$ cat src/rtl/combo_entry.sv
// Combination entry front end: collects six 5-bit digits, strobes LOAD to the
// checker, samples res and drives unlocked/lockout. Optional ENTRY_TIMEOUT_EN adds an inter-digit timeout.
module combo_entry #(
  parameter int unsigned RES_WAIT    = 2,
  parameter int unsigned MAX_FAIL    = 3,
  parameter int unsigned LOCK_CYC    = 5000,
  parameter int unsigned TIMEOUT_CYC = 1000
) (
  input  logic       CLK,
  input  logic       RST,
  input  logic       key_valid,
  input  logic [4:0] key_code,
  input  logic       clear,
  input  logic       res,
  output logic [4:0] check1,
  output logic [4:0] check2,
  output logic [4:0] check3,
  output logic [4:0] check4,
  output logic [4:0] check5,
  output logic [4:0] check6,
  output logic       LOAD,
  output logic [2:0] count,
  output logic       busy,
  output logic       unlocked,
  output logic       lockout,
  output logic       timeout
);

  // state   | meaning
  // COLLECT | accepting digits into check1..6
  // LOAD_S  | one-cycle LOAD strobe to the checker
  // WAIT_S  | waiting RES_WAIT cycles, res sampled on the last one
  // OPEN    | unlocked until clear
  // LOCKED  | lockout for LOCK_CYC cycles, inputs ignored
  typedef enum logic [2:0] {COLLECT, LOAD_S, WAIT_S, OPEN, LOCKED} state_t;

  // One down-counter serves the res wait, the lockout and the idle timeout.
  localparam int unsigned TMAX0 = (LOCK_CYC > RES_WAIT) ? LOCK_CYC : RES_WAIT;
  localparam int unsigned TMAX  = (TIMEOUT_CYC > TMAX0) ? TIMEOUT_CYC : TMAX0;
  localparam int          TW    = $clog2(TMAX + 1);
  localparam logic [TW-1:0] WAIT_LD = TW'(RES_WAIT - 1);
  localparam logic [TW-1:0] LOCK_LD = TW'(LOCK_CYC - 1);
  localparam logic [2:0]    MAX_F3  = 3'(MAX_FAIL);

  state_t          state_q, state_d;
  logic [TW-1:0]   tmr_q, tmr_d;
  logic [5:0][4:0] chk_q, chk_d;
  logic [2:0]      cnt_q, cnt_d;
  logic [2:0]      fail_q, fail_d;
  logic [2:0]      fail_inc;

  assign fail_inc = fail_q + 3'd1;

`ifdef ENTRY_TIMEOUT_EN
  localparam logic [TW-1:0] IDLE_LD = TW'(TIMEOUT_CYC - 1);
  logic tout_q, tout_d;
`endif

  always_comb begin
    state_d = state_q;
    tmr_d   = tmr_q;
    chk_d   = chk_q;
    cnt_d   = cnt_q;
    fail_d  = fail_q;
`ifdef ENTRY_TIMEOUT_EN
    tout_d  = 1'b0;
`endif
    case (state_q)
      COLLECT: begin
        if (clear) begin
          chk_d = '0;
          cnt_d = '0;
        end else if (key_valid) begin
          chk_d[cnt_q] = key_code;
          cnt_d        = cnt_q + 3'd1;
          if (cnt_q == 3'd5) state_d = LOAD_S;
`ifdef ENTRY_TIMEOUT_EN
          tmr_d = IDLE_LD;
`endif
        end
`ifdef ENTRY_TIMEOUT_EN
        else if (cnt_q != 3'd0) begin
          if (tmr_q == '0) begin
            chk_d  = '0;
            cnt_d  = '0;
            tout_d = 1'b1;
          end else begin
            tmr_d = tmr_q - 1'b1;
          end
        end
`endif
      end
      LOAD_S: begin
        state_d = WAIT_S;
        tmr_d   = WAIT_LD;
      end
      WAIT_S: begin
        if (tmr_q == '0) begin
          chk_d = '0;
          cnt_d = '0;
          if (res) begin
            state_d = OPEN;
            fail_d  = '0;
          end else begin
            fail_d = (fail_q >= MAX_F3) ? fail_q : fail_inc;
            if (fail_inc >= MAX_F3) begin
              state_d = LOCKED;
              tmr_d   = LOCK_LD;
            end else begin
              state_d = COLLECT;
            end
          end
        end else begin
          tmr_d = tmr_q - 1'b1;
        end
      end
      OPEN: begin
        if (clear) state_d = COLLECT;
      end
      LOCKED: begin
        if (tmr_q == '0) begin
          state_d = COLLECT;
          fail_d  = '0;
        end else begin
          tmr_d = tmr_q - 1'b1;
        end
      end
      default: state_d = COLLECT;
    endcase
  end

  always_ff @(posedge CLK) begin
    if (!RST) begin
      state_q <= COLLECT;
      tmr_q   <= '0;
      chk_q   <= '0;
      cnt_q   <= '0;
      fail_q  <= '0;
`ifdef ENTRY_TIMEOUT_EN
      tout_q  <= 1'b0;
`endif
    end else begin
      state_q <= state_d;
      tmr_q   <= tmr_d;
      chk_q   <= chk_d;
      cnt_q   <= cnt_d;
      fail_q  <= fail_d;
`ifdef ENTRY_TIMEOUT_EN
      tout_q  <= tout_d;
`endif
    end
  end

  assign check1   = chk_q[0];
  assign check2   = chk_q[1];
  assign check3   = chk_q[2];
  assign check4   = chk_q[3];
  assign check5   = chk_q[4];
  assign check6   = chk_q[5];
  assign count    = cnt_q;
  assign LOAD     = (state_q == LOAD_S);
  assign busy     = (state_q == LOAD_S) || (state_q == WAIT_S);
  assign unlocked = (state_q == OPEN);
  assign lockout  = (state_q == LOCKED);
`ifdef ENTRY_TIMEOUT_EN
  assign timeout  = tout_q;
`else
  assign timeout  = 1'b0;
`endif

endmodule
$ cat config.mk
export PLATFORM = sky130hd
export DESIGN_NAME = combo_entry
export DESIGN_NICKNAME = d
export VERILOG_FILES = /design/src/rtl/combo_entry.sv
export SDC_FILE = /design/constraint.sdc
export NUM_CORES = 1
export LEC_CHECK = 0
export ABC_CLOCK_PERIOD_IN_PS = 7000
export CAP_MARGIN = 30
export CORE_MARGIN = 2
export CORE_UTILIZATION = 45
export DETAILED_ROUTE_END_ITERATION = 6
export PLACE_DENSITY = 0.78
export SLEW_MARGIN = 20
export SYNTH_ARGS = -nofsm -noshare
export SYNTH_HDL_FRONTEND = slang
export SYNTH_SLANG_ARGS = --single-unit
$ cat constraint.sdc
create_clock -name CLK -period 7 [get_ports CLK]
set_clock_uncertainty 0.1 [all_clocks]
set_input_delay 1.4 -clock CLK [delete_from_list [all_inputs] [get_ports CLK]]
set_output_delay 1.4 -clock CLK [all_outputs]
set_load 0.02 [all_outputs]
After elaboration in Yosys (flattened, before gate mapping)
Index checks and enable logic that the tools add are counted.

cells by class
  reduce and logical (&&, ||, !) cells = 11
  equality and inequality tests = 16
  order comparisons = 4
  add/subtract/negate cells = 3
  mux-type cells = 28

operator list
  kind                     number
  $mux W30                 3
  $pmux W30 S2             1
  $mux W13                 4
  $mux W3                  13
  $pmux W13 S3             1
  $bwmux W30               1
  $demux W5 S3             1
  $pmux W3 S5              1
  $logic_not A13 Y1        1
  $sub A13 B1 Y13 const B  1
  $ne A2 B2 Y1 const B     6
  $ne A3 B3 Y1 const B     4
  $pmux W3 S2              2
  $reduce_and A4 Y1        2
  $add A3 B1 Y3 const B    2
  $eq A3 B2 Y1 const B     2
  $eq A3 B3 Y1 const B     2
  $ge A3 B2 Y1 const B     2
  $reduce_and A6 Y1        1
  $mux W5                  1
  $lt A3 B4 Y1 const B     1
  $reduce_bool A2 Y1       2
  $eq A3 B1 Y1 const B     1
  $ge A3 B1 Y1 const B     1
  other kinds (6)          6

storage, ports and cells
  input bits = 10
  logic and storage cells = 72
  register bits after elaboration = 52

Logic depth before layout (Yosys ltp)
Gate-level depths: netlist of the first run.

  depth in word-level cells = 8
  gate-level depth with buffers = 8
  mapped depth without buffers = 7

Worst setup path before layout of the first run
OpenSTA, ideal clock, no wires.

  path kind = input to register
  start = in res
  end = reg tmr_q[11]
  arrival = 2.542 ns
  slack = 4.286 ns
  buffers on the path = 0
  setup time = 0.072 ns
  required time = 6.828 ns
  cell stages on the path = 4
  cell sequence = a31oi_1 > o21ai_2 > a2111oi_0 > mux2i_1

between the ends
  cells in the longest elaborated chain, start to end = 2

ends and longest elaborated chain
  element                      line  RTL
  from (decl)                  14    input logic res,
  $ne A3 B3 Y1 (no line)       -
  $reduce_and A4 Y1 (no line)  -
  to (signal assigned)         144   tmr_q <= tmr_d;
  to (decl)                    46    logic [TW-1:0] tmr_q, tmr_d;

No other way between the ends.
A chain may end at the register's enable or synchronous reset.

Worst setup path in the final report of the first run
  start = reg state_q[1]
  end = out lockout

between the ends
  cells in the longest elaborated chain, start to end = 1

ends and longest elaborated chain
  element                 line  RTL
  from (decl)             45    state_t state_q, state_d;
  from (signal assigned)  143   state_q <= state_d;
  $eq A3 B3 Y1            164   assign lockout = (state_q == LOCKED);
  to (decl)               25    output logic lockout,

No other way between the ends.

==> results of run 1 <==
==> final timing paths <==
| kind | to | slack (ns) | cells after the start |
|---|---|---|---|
| worst min register to register | check5[1] | 0.38 | 2 |
| worst max-delay path | lockout | 3.42 | 3 |
| worst max register to register | tmr_q[6] | 4.43 | 7 |
| worst min-delay path | check5[1] | 0.38 | 2 |
==> power groups by stage <==
stage | registers, µW | clock network (µW) | logic, µW
final | 301 | 237 | 40.0
after global routing | 301 | 252 | 43.6
after CTS | 301 | 241 | 40.1
after detailed placement | 308 | 0 | 39.9
after global placement | 308 | 0 | 39.1
after floorplan | 309 | 0 | 22.4
==> through the flow <==
stage | util, % | power (µW)
floorplan | - | 331.7
global placement | 55.83 | 346.6
detailed placement | 55.83 | 347.6
CTS | 58.15 | 581.3
global route | 58.15 | 596.8
finish | 58.15 | 578.1
==> worst register-to-register path, cell delays in order, from the launching register on <==
cell and delay (ns):
dfxtp_1 0.42, inv_1 0.06, ha_1 0.30, or2_1 0.22
a31oi_1 0.39, o21ai_2 0.21, a2111oi_0 0.54, mux2i_1 0.25
==> cells by family (layout without fill, tap and decap cells) <==
group | Yosys count | in the layout | share of synthesized area (%)
adder cells (fa/ha/maj) | 7 | 7 | 3.367
multiplexers | 8 | 8 | 3.079
AND/OR/NAND/NOR | 88 | 88 | 19.24
buffers and inverters | 53 | 95 | 8.321
other | 1 | 1 | 0.1442
flip-flops | 52 | 52 | 40.02
AO/OA/AOI/OAI | 98 | 98 | 25.83
==> placed cells by master (no fill, tap or decap), drive strengths merged, types with 6 or more instances in the layout <==
cell            n
nand2          23
nor3            6
mux2i           8
o21ai          19
a21oi          19
nand3           8
dfxtp          52
nor2           21
inv            42
clkdlybuf4s50  46
o22ai          31
ha              7
==> sequential cells by signal, summed over array words and instances (netlist names) <==
signal / cells
check1: 5
check6: 5
check5: 5
check3: 5
fail_q: 3
tmr_q: 13
state_q: 3
check4: 5
count: 3
check2: 5
==> layer usage <==
layer / up-vias / global-route usage, %
met5: - / 0
met4: 0 / 6.102
met3: 13 / 3.959
met2: 73 / 33.17
met1: 1112 / 23.71
li1: 1184 / -
==> area by class of cell <==
cell class	count	area share, %
Multi-Input combinational cell	202	41.71
Sequential cell	52	32.31
Timing Repair Buffer	46	14.29
Inverter	42	4.893
Tap cell	72	2.796
Clock buffer	5	2.136
Clock inverter	2	1.864
==> flow_summary_export.csv, run 1 <==
group,metric,value,unit
run_status,outcome,"complete, no violations",
sta,fin_crit_sh,51.16,%
floorplan,rows,27,
setup_path,reg2reg_from,"fail_q[0]",
synthesis,netlist_top_cells_count,"dfxtp_1, inv_1, o22ai_1",
global_routing,grtUsageTotal,19.17,%
placement,placedInstanceArea,3093,µm²
setup_path,startpoint,"state_q[1]",
sta,whs,0.3756,ns
pwr,total_leakage_power,0.001104,µW
sta,finalMaxSlewViolations,0,
routing,first_iter_violations,151,
floorplan,start_util,46.95,%
setup_path,worstPathRequired,5.50,ns
synthesis,yosysMostFrequentCell,"dfxtp_1",
layout,finalNetCount,366,
routing,ant_nets,0,
global_routing,grt_pass1_vias,2169,
pwr,p_switching,123.4,µW
pwr,internal-power,454.7,µW
synthesis,async_reset_ff_share,0,%
placement,hpwlAfterDp,4274,µm
flow_run,maxCapViolations,0,
sta,setup_violations,0,
sta,fin_ws,3.419,ns
sta,hold_violations,0,
pwr,peakVddDrop,101.3,µV
setup_path,cp.arrival,2.08,ns
synthesis,avgSynthCellArea,8.473,µm²
placement,gp_congestion,0.8261,
sta,relSlewSlack,54.51,%
clocking,cts_max_level,2,
synthesis,ys_seq_elements,52,
clocking,cts.clk_slew.worst_paths,0.09,ns
synthesis,synth_area,2601,µm²
layout,stdcell_area,3222,µm²
setup_path,crit_family,"buffers and inverters",
sta,period_needed,3.581,ns
routing,met3_length,371,µm
clocking,cts_sinks,52,
routing,top_layer,"met4",
sta,tightest_slew,0.6824,ns
global_routing,grt_pass1_wl,9901,µm
layout,diodes,0,
clocking,clk_path_buf_depth,2,
clocking,cts_setup_buffers,0,
setup_path,cp_slowest_cell,"clkdlybuf4s50_1",
clocking,postCtsHoldBufs,0,
routing,met1_length,2697,µm
global_routing,antenna_found_initial,0,
synthesis,seq_area_frac_synth,40.02,%
setup_path,worstPathCellList,"or3b_4, inv_1, clkdlybuf4s50_1",
layout,fill_cells,485,
floorplan,die_y,80.03,µm
floorplan,die-area,6405,µm²
layout,area_delta_synth_final,23.86,%
sta,fmaxAchievable,279.2,MHz
setup_path,crit_fanout,12,
floorplan,ios,48,
placement,place_ws,3.411,ns
synthesis,synth_top_area_share,40.02,%
routing,firstDrtPassIters,5,
routing,routed_wl,5953,µm
layout,layout-drive-gt1-share,7.450,%
clocking,cts_tree,"yes",
placement,placed_cells,414,
min_path,min-delay-start,"check5[1]",
pwr,seqPwrFrac,52.0,%
global_routing,grt_start_max_net_pins,18,
synthesis,synth_nets,324,
synthesis,yosysWarnings,0,
clocking,numCtsBuffers,5,
floorplan,fp.dieW,80.03,µm
min_path,hp-class,"reg -> reg",
pwr,power.density,179.4,nW/µm²
synthesis,yosysUniqueCellTypes,58,
pwr,swShare,21.34,%
setup_path,slowest_delay,0.64,ns
placement,io_buffers,46,
global_routing,grt-ovfl-total,0,
routing,wl_met2,2772,µm
synthesis,synth_top_area_cell,"dfxtp_1",
synthesis,synth-edff-count,0,
routing,drc,0,
pwr,combPwrFrac,6.9,%
setup_path,cp-start-kind,"register",
synthesis,synth_area_leaders,"dfxtp_1, o22ai_1, inv_1",
routing,wl_per_cell,14.14,µm
pwr,clockPowerShare,41.1,%
layout,multi_input_area,1344,µm²
clocking,ctsRootBufferMaster,"clkbuf_8",
sta,setup_tns,0,ns
floorplan,core,5540,µm²
synthesis,syn_inst,307,
sta,rsz0062_at_grt,"false",
setup_path,critPathBufInv,2,
routing,num_vias,2382,
setup_path,path_class,"reg -> out",
clocking,cts-resized-gates,0,
synthesis,synthFlopType,"dfxtp_1",
routing,viasPerCell,5.658,
layout,layout.cells.non_filler,421,
clocking,clk_latency,0.30,ns
layout,layout.area.seq,1041,µm²
setup_path,end_kind,"output port",
Power figures use the tool's default switching activity.
==> run 2, diff against run 1 <==
Settings changed: ABC_CLOCK_PERIOD_IN_PS 7000 to 3600.
Clock period 7 ns to 3.6 ns, I/O delays scaled along.
==> run 2 against run 1 <==
  * Via count rose by 1.8%
  * Design area is 1.0% lower
  * Die area is the same
  * Power rose by 72%
  * Clock power rose by 40%
  * Final cell count is 0.48% higher
  * Non-clock buffer count up 1
  * Register-to-register slack got worse by 3.3 ns
  * Flip-flop and latch count is the same
  * Core utilization fell by 0.59 points
  * First-iteration DRC count fell by 22%
==> flow_summary_export.csv, run 2 (synthesis gave the netlist of run 1 again) <==
group,metric,value,unit
clocking,clk_latency,0.30,ns
routing,routed_wl,5937,µm
layout,finalNetCount,367,
clocking,cts-resized-gates,0,
min_path,min-delay-start,"check5[2]",
sta,fin_crit_sh,80.52,%
pwr,power.density,312.1,nW/µm²
clocking,numCtsBuffers,5,
sta,relSlewSlack,52.31,%
flow_run,maxCapViolations,0,
setup_path,slowest_delay,0.65,ns
setup_path,crit_fanout,9,
setup_path,cp_slowest_cell,"clkdlybuf4s50_1",
routing,ant_nets,0,
setup_path,worstPathCellList,"or3b_4, inv_1, clkdlybuf4s50_1",
sta,setup_tns,0,ns
pwr,internal-power,750.0,µW
layout,mostFrequentLayoutCell,"dfxtp_1",
routing,num_vias,2425,
min_path,hp-class,"reg -> reg",
routing,wl_per_cell,14.04,µm
routing,drc,0,
routing,viasPerCell,5.733,
setup_path,worstPathRequired,2.78,ns
setup_path,reg2reg_from,"fail_q[0]",
layout,area_delta_synth_final,22.61,%
global_routing,grt_pass1_wl,9908,µm
clocking,cts_tree,"yes",
sta,fmaxAchievable,345.0,MHz
setup_path,path_class,"reg -> out",
sta,hold_violations,0,
layout,final_cell_mix,"dfxtp_1, clkdlybuf4s50_1, inv_1",
placement,gp_congestion,0.8257,
pwr,peakVddDrop,136.4,µV
floorplan,rows,27,
floorplan,ios,48,
clocking,cts_sinks,52,
setup_path,end_kind,"output port",
sta,period_needed,2.899,ns
placement,hpwlAfterDp,4259,µm
pwr,p_switching,245.3,µW
global_routing,antenna_found_initial,0,
layout,diodes,0,
pwr,swShare,24.64,%
setup_path,reg2reg_slack,1.09,ns
floorplan,die_y,80.03,µm
layout,top_register,"tmr_q",
routing,first_iter_violations,118,
clocking,cts_setup_buffers,0,
clocking,ctsRootBufferMaster,"clkbuf_8",
run_status,outcome,"complete, no violations",
floorplan,core,5540,µm²
sta,whs,0.3750,ns
sta,finalMaxSlewViolations,0,
placement,io_buffers,46,
layout,largest_reg_flops,13,
layout,fill_cells,502,
floorplan,fp.dieW,80.03,µm
setup_path,cp-start-kind,"register",
layout,layout-drive-gt1-share,7.692,%
setup_path,startpoint,"state_q[2]",
pwr,seqPwrFrac,58.7,%
pwr,total_leakage_power,0.001086,µW
floorplan,start_util,46.95,%
clocking,clk_path_buf_depth,2,
routing,firstDrtPassIters,4,
global_routing,grt_pass1_vias,2113,
global_routing,grt-ovfl-total,0,
floorplan,die-area,6405,µm²
global_routing,grtUsageTotal,19.17,%
setup_path,cp.arrival,2.08,ns
clocking,cts.clk_slew.worst_paths,0.09,ns
clocking,postCtsHoldBufs,0,
pwr,combPwrFrac,7.9,%
global_routing,grt_start_max_net_pins,18,
sta,setup_violations,0,
clocking,cts_max_level,2,
pwr,clockPowerShare,33.3,%
sta,rsz0062_at_grt,"false",
sta,tightest_slew,0.7126,ns
-- run 2: power by group through the flow --
stage | registers (µW) | clock network [µW] | logic, µW
floorplan | 601 | 0 | 43.6
global placement | 598 | 0 | 77.8
detailed placement | 598 | 0 | 78.7
CTS | 585 | 343 | 79.2
global route | 586 | 374 | 86.1
finish | 585 | 332 | 79.1
-- run 2: layout make-up --
type	instances	area, µm²	share of cell area, %
multi-input combinational	202	1344	42.13
inverter	42	157.7	4.943
timing repair buffer	47	467.9	14.67
sequential	52	1041	32.64
clock buffer	6	72.57	2.275
clock inverter	2	16.27	0.5100
tap	72	90.09	2.825
-- run 2: metal layers --
layer	track usage (%)	part of all wire [%]	wire length, µm
met5	0	0	0
met3	3.733	6.0	356
met1	24.68	45	2671
met4	4.407	0.99	59
met2	33.00	48	2850
-- run 2: metrics by stage --
| step | power (µW) | instances | utilization (%) | cell area (µm²) | worst slack [ns] |
|---|---|---|---|---|---|
| after detailed placement | 676.7 | 415 | 55.96 | 3100 | 0.8168 |
| after CTS | 1006 | 423 | 57.57 | 3189 | 0.7124 |
| after floorplan | 645.0 | 307 | - | 2601 | 1.325 |
| after global routing | 1046 | 423 | 57.57 | 3189 | 0.6347 |
| after global placement | 675.6 | 415 | 55.96 | 3100 | 0.9124 |
| final | 995.3 | 423 | 57.57 | 3189 | 0.7012 |
-- run 2: critical path: cells and delay by family, from the launching register on --
family	cells	cell delay [ns]
flip-flops	1	0.48
AND/OR/NAND/NOR	1	0.45
buffers and inverters	2	0.85
-- run 2: final timing paths --
path	to	depth (start not counted)
hold reg to reg	check5[2]	2
setup reg to reg	tmr_q[3]	7
setup / recovery	lockout	3
hold / removal	check5[2]	2
==> run 3, diff against run 2 <==
Settings changed: ABC_CLOCK_PERIOD_IN_PS 3600 to 2510, PLACE_DENSITY 0.78 to 0.81.
Clock period 3.6 ns to 2.51 ns, I/O delays scaled along.
==> run 3 against run 2 <==
  * Sequential share of layout area down 0.83 points
  * Routed wire length up 4.4%
  * Worst hold slack better by 0.0016 ns
  * Non-clock buffer count up 9
  * First-iteration DRC count up 37%
  * Core utilization up 1.6 points
  * Critical path type unchanged
==> flow_summary_export.csv, run 3 (synthesis gave the netlist of run 1 again) <==
group,metric,value,unit
layout,finalNetCount,376,
global_routing,grt-ovfl-total,0,
setup_path,worstPathCellList,"and2b_2, nand2_1, nand2_1, clkdlybuf4s50_1",
pwr,total_leakage_power,0.001162,µW
global_routing,grt_pass1_vias,2323,
min_path,hp-class,"reg -> reg",
floorplan,fp.dieW,80.03,µm
setup_path,r2r-end,"tmr_q[3]",
pwr,clockPowerShare,34.6,%
sta,rsz0062_at_grt,"false",
setup_path,cp-start-kind,"register",
setup_path,end_kind,"output port",
setup_path,cp-endpoint,"busy",
clocking,cts_sinks,52,
sta,setup_violations,0,
setup_path,crit_fanout,9,
layout,stdcell_area,3277,µm²
pwr,power.density,446.5,nW/µm²
routing,drc,0,
clocking,cts_max_level,2,
floorplan,ios,48,
routing,num_vias,2432,
routing,viasPerCell,5.630,
sta,fin_crit_sh,96.36,%
pwr,combPwrFrac,8.1,%
sta,tightest_slew,0.4917,ns
layout,largest_reg_flops,13,
sta,fmaxAchievable,413.5,MHz
routing,routed_wl,6199,µm
setup_path,reg2reg_slack,0.18,ns
setup_path,cp.arrival,1.82,ns
routing,wl_per_cell,14.35,µm
setup_path,cpMostUsedCell,"nand2_1",
pwr,swShare,25.79,%
run_status,outcome,"complete, no violations",
floorplan,core,5540,µm²
setup_path,worstPathRequired,1.91,ns
min_path,min_path_cells,2,
layout,top_register,"tmr_q",
setup_path,slowest_delay,0.54,ns
clocking,clk_path_buf_depth,2,
pwr,p_switching,377.3,µW
clocking,cts.clk_slew.worst_paths,0.10,ns
placement,io_buffers,46,
pwr,seqPwrFrac,57.3,%
global_routing,grt_start_max_net_pins,19,
pwr,peakVddDrop,269.6,µV
global_routing,grt_pass1_wl,10410,µm
clocking,cts_tree,"yes",
clocking,cts_setup_buffers,0,
floorplan,die_y,80.03,µm
layout,layout.cells.non_filler,432,
clocking,ctsRootBufferMaster,"clkbuf_8",
placement,placedInstanceArea,3168,µm²
floorplan,start_util,46.95,%
placement,placed_cells,424,
setup_path,cp_slowest_cell,"clkdlybuf4s50_1",
sta,finalMaxSlewViolations,0,
setup_path,startpoint,"state_q[2]",
clocking,numCtsBuffers,5,
layout,final_cell_mix,"dfxtp_1, clkdlybuf4s50_1, inv_1",
layout,post-route-util,59.15,%
global_routing,grtUsageTotal,20.34,%
routing,firstDrtPassIters,4,
layout,area_delta_synth_final,25.97,%
setup_path,path_class,"reg -> out",
placement,hpwlAfterDp,4643,µm
floorplan,die-area,6405,µm²
global_routing,antenna_found_initial,0,
layout,layout-drive-gt1-share,10.56,%
sta,setup_tns,0,ns
routing,ant_nets,0,
routing,first_iter_violations,162,
floorplan,rows,27,
pwr,internal-power,1086,µW
layout,diodes,0,
setup_path,reg2reg_from,"fail_q[0]",
sta,hold_violations,0,
placement,gp_congestion,0.9009,
sta,whs,0.3766,ns
clocking,clk_latency,0.31,ns
layout,mostFrequentLayoutCell,"dfxtp_1",
sta,relSlewSlack,66.38,%
flow_run,maxCapViolations,0,
sta,period_needed,2.419,ns
setup_path,reg2reg_depth,7,
clocking,postCtsHoldBufs,0,
[run 3: cell count changes in the layout (fill, tap and decap cells not counted), sizes merged]
cell           delta
clkdlybuf4s50     -2
dlygate4sd2       +1
clkbuf            -1
inv               +1
buf               +9
dlymetal6s2s      +1
[run 3: layout make-up]
type / count / area [µm²]
clock buffers: 5 / 68.82
well taps: 72 / 90.09
fillers: 510 / 2263
flip-flops and latches: 52 / 1042
inverters: 42 / 157.7
clock inverters: 3 / 27.53
repair buffers: 56 / 536.8
multi-input cells: 202 / 1354
[run 3: how the worst min path moves through the flow]
stage                    from         to  slack (ns)
finish              check4[0]  check4[0]        0.38
global route        check4[0]  check4[0]        0.40
CTS                 check4[0]  check4[0]        0.38
detailed placement  check4[0]  check4[0]        0.36
global placement    check4[3]  check4[3]        0.36
floorplan            tmr_q[3]   tmr_q[3]        0.35
[run 3: repair_timing]
action                     in CTS  in global routing
pin swaps                       0                  0
setup endpoints to repair       2                  4
gates resized for setup         2                  4
[run 3: power groups by stage]
stage                     logic (µW)  clock network, µW  registers, µW
after floorplan                 62.6                  0            863
after global routing             128                550            840
after CTS                        118                517            838
after detailed placement         117                  0            857
after global placement           115                  0            858
final                            118                506            838
[run 3: critical path: cells and delay by family, from the launching register on]
family                 cells  cell delay (ns)
AND/OR/NAND/NOR            3             0.50
flip-flops                 1             0.47
buffers and inverters      1             0.54
[run 3: routing by layer]
metal,GRT usage (%),part of all wire (%),up-vias
met5,0,0,-
met4,6.610,1.0,0
met3,3.167,4.4,10
met2,36.08,49,76
met1,24.98,46,1138
li1,-,-,1208
[run 3: through the flow]
stage	worst slack, ns	total power (µW)
2_1_floorplan	0.2349	925.2
3_3_place_gp	0.2186	972.4
3_5_place_dp	0.1182	974.7
4_1_cts	0.005403	1474
5_1_grt	0.01888	1518
6_report	0.09140	1463
